<file path="config.mk">
export PLATFORM = sky130hd
export DESIGN_NAME = board_io_frontend
export DESIGN_NICKNAME = d
export VERILOG_FILES = /design/src/rtl/board_io_frontend.sv
export SDC_FILE = /design/constraint.sdc
export NUM_CORES = 1
export LEC_CHECK = 0
export BUFFER_PORTS_ARGS = -buffer_cell sky130_fd_sc_hd__buf_2
export CORE_AREA = 2 2 89 91
export DETAILED_ROUTE_END_ITERATION = 10
export DIE_AREA = 0 0 91 93
export PLACE_DENSITY_LB_ADDON = 0.1
export SYNTH_ARGS = -nofsm -noshare
export SYNTH_HDL_FRONTEND = slang
export SYNTH_SLANG_ARGS = --single-unit
</file>
<file path="constraint.sdc">
create_clock -name clk_i -period 2.5 [get_ports clk_i]
set_clock_uncertainty 0.15 [all_clocks]
set_input_delay 0.375 -clock clk_i [delete_from_list [all_inputs] [get_ports clk_i]]
set_output_delay 0.375 -clock clk_i [all_outputs]
set_load 0.03 [all_outputs]
</file>
<file path="src/rtl/board_io_frontend.sv">
// -----------------------------------------------------------------------------
// board_io_frontend
//
// Board-level GPIO front-end sitting between raw FPGA pins and the SoC GPIO
// ports.
//
// Input path, per channel:
//   pin -> two-flop synchroniser -> polarity fix -> debounce -> SoC gpio_i
//   The debounce stage also produces one-cycle rise and fall event pulses.
//
// Output path:
//   SoC gpio_o bits -> AND with a shared PWM "on" flag -> registered LED pins.
//   The PWM duty is captured only at period boundaries, so brightness changes
//   never glitch within a period.
//
// Ports:
//   clk_i       sole clock; all state changes on its rising edge
//   rst_i       asynchronous, active-high reset
//   pin_i       [NumIn]      raw asynchronous pin levels
//   soc_gpio_o  [GpioWidth]  debounced levels, zero-extended, to SoC gpio_i
//   rise_o      [NumIn]      one-cycle pulse on a debounced 0->1 change
//   fall_o      [NumIn]      one-cycle pulse on a debounced 1->0 change
//   soc_gpio_i  [GpioWidth]  SoC gpio_o; only bits [NumOut-1:0] are used
//   duty_i      [PwmBits]    LED brightness (all-ones = fully on)
//   led_o       [NumOut]     LED pin drive, active-high
// -----------------------------------------------------------------------------
module board_io_frontend #(
    parameter int unsigned       NumIn          = 3,
    parameter int unsigned       NumOut         = 5,
    parameter int unsigned       GpioWidth      = 32,
    parameter int unsigned       DebounceCycles = 6000,
    parameter int unsigned       PwmBits        = 8,
    parameter logic [NumIn-1:0]  InvertIn       = '0
) (
    input  logic                 clk_i,
    input  logic                 rst_i,
    input  logic [NumIn-1:0]     pin_i,
    output logic [GpioWidth-1:0] soc_gpio_o,
    output logic [NumIn-1:0]     rise_o,
    output logic [NumIn-1:0]     fall_o,
    input  logic [GpioWidth-1:0] soc_gpio_i,
    input  logic [PwmBits-1:0]   duty_i,
    output logic [NumOut-1:0]    led_o
);

    // Parameter sanity: reject out-of-range configurations at elaboration.
    if (NumIn < 1 || NumIn > GpioWidth || NumOut < 1 || NumOut > GpioWidth ||
        DebounceCycles < 1 || PwmBits < 1) begin : g_param_error
        $error("board_io_frontend: parameter out of range");
    end

    localparam int unsigned      CntW   = $clog2(DebounceCycles + 1);
    localparam logic [CntW-1:0]  CntMax = CntW'(DebounceCycles - 1);

    // -------------------------------------------------------------------------
    // Synchroniser and polarity correction
    // -------------------------------------------------------------------------
    logic [NumIn-1:0] s1;
    logic [NumIn-1:0] s2;
    logic [NumIn-1:0] sample;

    // NOTE: sequential state is always written with non-blocking assignments so
    // every flop samples the pre-edge value of its source, as real hardware does.
    always_ff @(posedge clk_i or posedge rst_i) begin
        if (rst_i) begin
            s1 <= '0;
            s2 <= '0;
        end else begin
            s1 <= pin_i;
            s2 <= s1;
        end
    end

    // Active-low channels are flipped here so everything downstream is active-high.
    assign sample = s2 ^ InvertIn;

    // -------------------------------------------------------------------------
    // Debounce: a change is accepted only after DebounceCycles consecutive
    // differing samples; any agreeing sample restarts the count.
    // -------------------------------------------------------------------------
    logic [NumIn-1:0] stable;
    logic [CntW-1:0]  cnt [NumIn];
    logic [NumIn-1:0] rise_q;
    logic [NumIn-1:0] fall_q;

    always_ff @(posedge clk_i or posedge rst_i) begin
        if (rst_i) begin
            stable <= '0;
            rise_q <= '0;
            fall_q <= '0;
            // NOTE: the counter array is a handful of registers, not a RAM, and a
            // reset mid-debounce must discard partial counts, so it is reset here.
            for (int i = 0; i < NumIn; i++) begin
                cnt[i] <= '0;
            end
        end else begin
            for (int i = 0; i < NumIn; i++) begin
                rise_q[i] <= 1'b0;
                fall_q[i] <= 1'b0;
                if (sample[i] == stable[i]) begin
                    cnt[i] <= '0;
                end else if (cnt[i] == CntMax) begin
                    // Accept the change; the event pulse lands in the same cycle
                    // as the new level.
                    stable[i] <= sample[i];
                    cnt[i]    <= '0;
                    rise_q[i] <= sample[i];
                    fall_q[i] <= ~sample[i];
                end else begin
                    cnt[i] <= cnt[i] + CntW'(1);
                end
            end
        end
    end

    assign soc_gpio_o = GpioWidth'(stable);
    assign rise_o     = rise_q;
    assign fall_o     = fall_q;

    // -------------------------------------------------------------------------
    // PWM brightness
    // -------------------------------------------------------------------------
    logic [PwmBits-1:0] pcnt;
    logic [PwmBits-1:0] duty_q;
    logic               pwm_on;

    always_ff @(posedge clk_i or posedge rst_i) begin
        if (rst_i) begin
            pcnt   <= '0;
            duty_q <= '0;
        end else begin
            pcnt <= pcnt + PwmBits'(1);
            // Duty is only captured on the last cycle of a period, so a new
            // value always starts at a period boundary.
            if (pcnt == '1) begin
                duty_q <= duty_i;
            end
        end
    end

    // All-ones is special-cased so full brightness has no dark cycle per period.
    assign pwm_on = (duty_q == '1) || (pcnt < duty_q);

    // -------------------------------------------------------------------------
    // LED stage
    // -------------------------------------------------------------------------
    logic [NumOut-1:0]    led_q;
    logic [GpioWidth-1:0] unused_soc_gpio;

    // Upper SoC output bits have no LED attached.
    assign unused_soc_gpio = soc_gpio_i;

    always_ff @(posedge clk_i or posedge rst_i) begin
        if (rst_i) begin
            led_q <= '0;
        end else begin
            led_q <= soc_gpio_i[NumOut-1:0] & {NumOut{pwm_on}};
        end
    end

    assign led_o = led_q;

endmodule

</file>
==> Word-level counts from Yosys, hierarchy flattened <==
Index checks and enable logic that the tools add are counted.
{ "word_totals": {"regBits": 75} }
{ "classes": {"addsub": 4, "magnitude_cmp": 1, "eq_ne": 8, "mux": 18, "bitwise_logic": 7, "reduce_logical": 4} }
{ "op_table": {"columns": ["cell", "count"], "rows": [
  ["two-way mux 13 bit", 6],
  ["adder 13 x 1 -> 13 bit (second input constant)", 3],
  ["== test 13 bit (second input constant)", 3],
  ["== test 8 bit (second input constant)", 2],
  ["two-way mux 1 bit", 12],
  ["adder 8 x 1 -> 8 bit (second input constant)", 1],
  ["less-than comparator 8 bit", 1],
  ["NOT 1 bit", 6],
  ["AND reduction 2 bit", 3],
  ["bitwise AND 5 bit", 1],
  ["== test 1 bit", 3],
  ["logical OR 1 bit", 1]
]} }

==> Longest topological paths before layout <==
{ "depth": {"ltp_word": 3, "ltp_mapped": 6} }

==> Least setup slack after synthesis <==
No wires, ideal clock.
{ "synth_timing": {"kind": "reg-to-reg", "startpoint": "reg cnt[20] (netlist bit)", "endpoint": "reg stable[1]", "setup_ns": 0.125, "arrival_time_ns": 1.738, "slack_ns": 0.487, "stages_incl_launch_ff": 4, "path_cell_list": "dfrtp_1 or4b_1 or4_4 mux2_4"} }
{ "synth_via": {"elab_chain_cells": 2} }
{ "synth_rtl": {"columns": ["item", "line", "rtl"], "rows": [
  ["start: declaration", "82", "logic [CntW-1:0] cnt [NumIn];"],
  ["start signal: indexed assignment", "110", "cnt[i] <= cnt[i] + CntW'(1);"],
  ["== test 13 bit", "102", "end else if (cnt[i] == CntMax) begin"],
  ["AND reduction 2 bit (no line)", null, null],
  ["end signal: indexed assignment", "105", "stable[i] <= sample[i];"],
  ["end: declaration", "81", "logic [NumIn-1:0] stable;"]
]} }
Every way passes these cells.
A chain may end at the register's enable or synchronous reset.

==> Worst setup path in the final report <==
{ "layout_timing": {"startpoint": "reg cnt[17] (netlist bit)", "endpoint": "reg cnt[19] (netlist bit)"} }
{ "layout_via": {"elab_chain_cells": 3, "word_cells_on_any_way": 4, "classes_between": "1 x add/sub; 1 x eq/ne; 2 x mux"} }
{ "layout_rtl": {"columns": ["item", "line", "rtl"], "rows": [
  ["adder 13 x 1 -> 13 bit / == test 13 bit (equally long branches)", "110, 102", null],
  ["two-way mux 13 bit *", "102", null],
  ["two-way mux 13 bit *", "100", "if (sample[i] == stable[i]) begin"]
]} }
Every way passes the cells marked *; elsewhere a longest branch is shown, timed or not.

==> impl_metrics.json <==
{
  "leakagePower_nw": 1.88,
  "vdd.ir_drop.worst_uv": 345,
  "clock_sinks": 75,
  "wl_met2_mm": 2.65,
  "pwr_density_cell_nw_per_um2": 630,
  "synth-seq-cells": 75,
  "grt_pass1_vias": 2257,
  "start_util": 0.465,
  "synth_compound_area_frac": 0.00965,
  "cts_buffers": 9,
  "status": "finished, final reports clean",
  "ctsHoldBuffers": 4,
  "globalplace.congestion": 0.764,
  "cts_tree": "done",
  "critPathRequiredTime_ns": 2.57,
  "row_count": 32,
  "io_buffers": 31,
  "hold_ws_ns": 0.108,
  "min_path_type": "input port to register",
  "clkTransAtPathRegs_ns": 0.08,
  "htree_levels": 3,
  "fin_crit_sh": 0.842,
  "fin_area_sq_um": 3970,
  "drv_slew": 0,
  "top_layer_used": "met4",
  "io_pins": 88,
  "worst_pin_slew_ns": 0.525,
  "nets": 418,
  "synth_top_family_by_area": "simple AND/OR/NAND/NOR gates",
  "synthMuxAreaShare": 0.0364,
  "synthXorXnorAreaFrac": 0.105,
  "dieWidth_microns": 91,
  "drtAntennaViolNets": 0,
  "drtIter0Drc": 95,
  "crit_path_end_kind": "register",
  "grt_pass1_wl_mm": 10.0,
  "ys_types": 30,
  "dp_hpwl_mm": 3.95,
  "die_area_sq_um": 8460,
  "timing.fmax_ghz": 0.475,
  "first_pass_iters": 4,
  "post_dp_cell_area_sq_um": 3680,
  "ctsRootBufferMaster": "clkbuf_8",
  "grt_usage": 0.149,
  "ctsResizeCount": 0,
  "clk_latency_ns": 0.34,
  "critical_path_class": "register to register",
  "fp.dieH_microns": 93,
  "wl_met1_mm": 2.78,
  "post_cts_buffers": 0,
  "syn_inst": 319,
  "vias": 2200,
  "synth-seq-area-share": 0.536,
  "avgSynthCellArea_sq_um": 11.0,
  "drive_above_1_share": 0.177,
  "setup_viol": 0,
  "core-area_sq_um": 7530,
  "nFillCells": 710,
  "wl_per_cell_microns": 12.1,
  "yosys.area_share.simple": 0.188,
  "slew_headroom": 0.650,
  "clockBufferDepth": 2,
  "worstPathArrival_ns": 2.18,
  "antenna_found_initial": 0,
  "wl_mm": 5.65,
  "synth_warnings": 0,
  "antennaDiodeCount": 0,
  "startpoint_type": "register",
  "finalHoldViolations": 0,
  "crit_fanout": 12,
  "synthAdderAreaFrac": 0.0393,
  "globalRouteOverflowTotal": 0,
  "drc": 0,
  "viasPerCell": 4.69,
  "period_needed_ns": 2.10,
  "grt_max_degree": 30,
  "final.setup.tns_ns": 0,
  "rsz0062_at_grt": "false",
  "area_growth_pct": 13.2,
  "syn_area_sq_um": 3500,
  "dr_wl_met3_microns": 178,
  "maxCapViolations": 0
}
==> area by class of cell <==
cell class | count | area, sq um | share of cell area
Timing Repair Buffer | 39 | 238 | 0.0600
Multi-Input combinational cell | 224 | 1430 | 0.362
Clock buffer | 10 | 128 | 0.0322
Sequential cell | 75 | 1880 | 0.473
Clock inverter | 6 | 113 | 0.0284
Inverter | 13 | 48.8 | 0.0123
Tap cell | 102 | 128 | 0.0322
==> where the power goes <==
| group | internal (mW) | leakage [nW] | switching [mW] | total (mW) |
|---|---|---|---|---|
| Sequential | 1.23 | 1.01 | 0.0141 | 1.24 |
| Combinational | 0.0328 | 0.751 | 0.103 | 0.136 |
| Clock | 0.667 | 0.121 | 0.452 | 1.12 |
==> synthesized netlist by cell type <==
cell type | n | share of area
dfrtp_1 | 75 | 0.54
nor2_1 | 46 | 0.049
buf_4 | 29 | 0.062
xnor2_1 | 22 | 0.055
xor2_1 | 20 | 0.050
nand4_1 | 17 | 0.030
nand3_1 | 15 | 0.021
inv_1 | 13 | 0.014
ha_1 | 11 | 0.039
nor3b_1 | 11 | 0.024
mux2_2 | 10 | 0.032
nand2_1 | 10 | 0.011
and3_1 | 9 | 0.016
nor3_1 | 6 | 0.0086
clkbuf_1 | 5 | 0.0054
nor4_1 | 3 | 0.0054
a2111oi_0 | 2 | 0.0050
and4_1 | 2 | 0.0050
and4b_1 | 2 | 0.0057
a21oi_1 | 1 | 0.0014
a31oi_1 | 1 | 0.0018
and3_2 | 1 | 0.0021
buf_6 | 1 | 0.0032
conb_1 | 1 | 0.0011
mux2_4 | 1 | 0.0043
nand2_2 | 1 | 0.0018
nand2b_1 | 1 | 0.0018
o21ai_0 | 1 | 0.0014
or4_4 | 1 | 0.0032
or4b_1 | 1 | 0.0029
==> stage by stage <==
stage          worst slack (ns)  instances  utilization  power, mW
2_1_floorplan            0.0650        347            -       1.40
3_3_place_gp              0.429        449        0.490       1.40
3_5_place_dp              0.398        449        0.490       1.40
4_1_cts                   0.373        469        0.527       2.54
5_1_grt                   0.304        469        0.527       2.62
6_report                  0.396        469        0.527       2.50
==> path summary, 6_finish.rpt <==
path | cells after the start | slack [ns] | start | to
min in group asynchronous | 3 | 0.46 | rst_i | cnt[7]
min reg2reg | 0 | 0.20 | s1[0] | s2[0]
max in group asynchronous | 4 | 1.15 | rst_i | cnt[13]
max | 4 | 0.40 | cnt[17] | cnt[19]
max reg2reg | 4 | 0.40 | cnt[17] | cnt[19]
min | 2 | 0.11 | duty_i[2] | duty_q[2]
==> layer usage <==
layer / global-route usage / vias to the layer above
li1: - / 1097
met1: 0.197 / 1062
met2: 0.233 / 37
met3: 0.0411 / 4
met4: 0.0568 / 0
met5: 0 / -
==> cells in the final DEF, fill, tap and decap left out, types with 2 or more instances in the layout <==
master         synthesis  final
a2111oi_0              2      2
and3_1                 9      9
and4_1                 2      2
and4b_1                2      2
buf_2                  0     31
buf_4                 29      3
bufinv_16              0      3
clkbuf_8               0      9
conb_1                 1     29
dfrtp_1               75     75
dlygate4sd3_1          0      4
ha_1                  11     11
inv_1                 13     12
mux2_2                10     10
nand2_1               10     10
nand3_1               15     15
nand4_1               17     17
nor2_1                46     46
nor3_1                 6      6
nor3b_1               11     11
nor4_1                 3      3
xnor2_1               22     22
xor2_1                20     20
==> worst max-delay path: stages, from the launching register on <==
cell and delay, ns:
dfrtp_1 0.43, or4b_1 0.52, or4_4 0.57, nand2_2 0.22, nor2_1 0.08
==> state kept, by name, summed over array words and instances (netlist names) <==
signal,count
pcnt,8
cnt,39
stable,3
s1,3
fall_o,3
led_o,5
rise_o,3
duty_q,8
s2,3
==> logic make-up (layout without fill, tap and decap cells) <==
kind of cell	count (synthesis)	count (layout)
flops	75	75
simple gates	126	126
mux	11	11
other cells	1	29
fa+ha+maj	11	11
xor+xnor	42	42
buf+inv	48	68
compound gates	5	5
No activity file was read; power rests on OpenSTA's default activity.
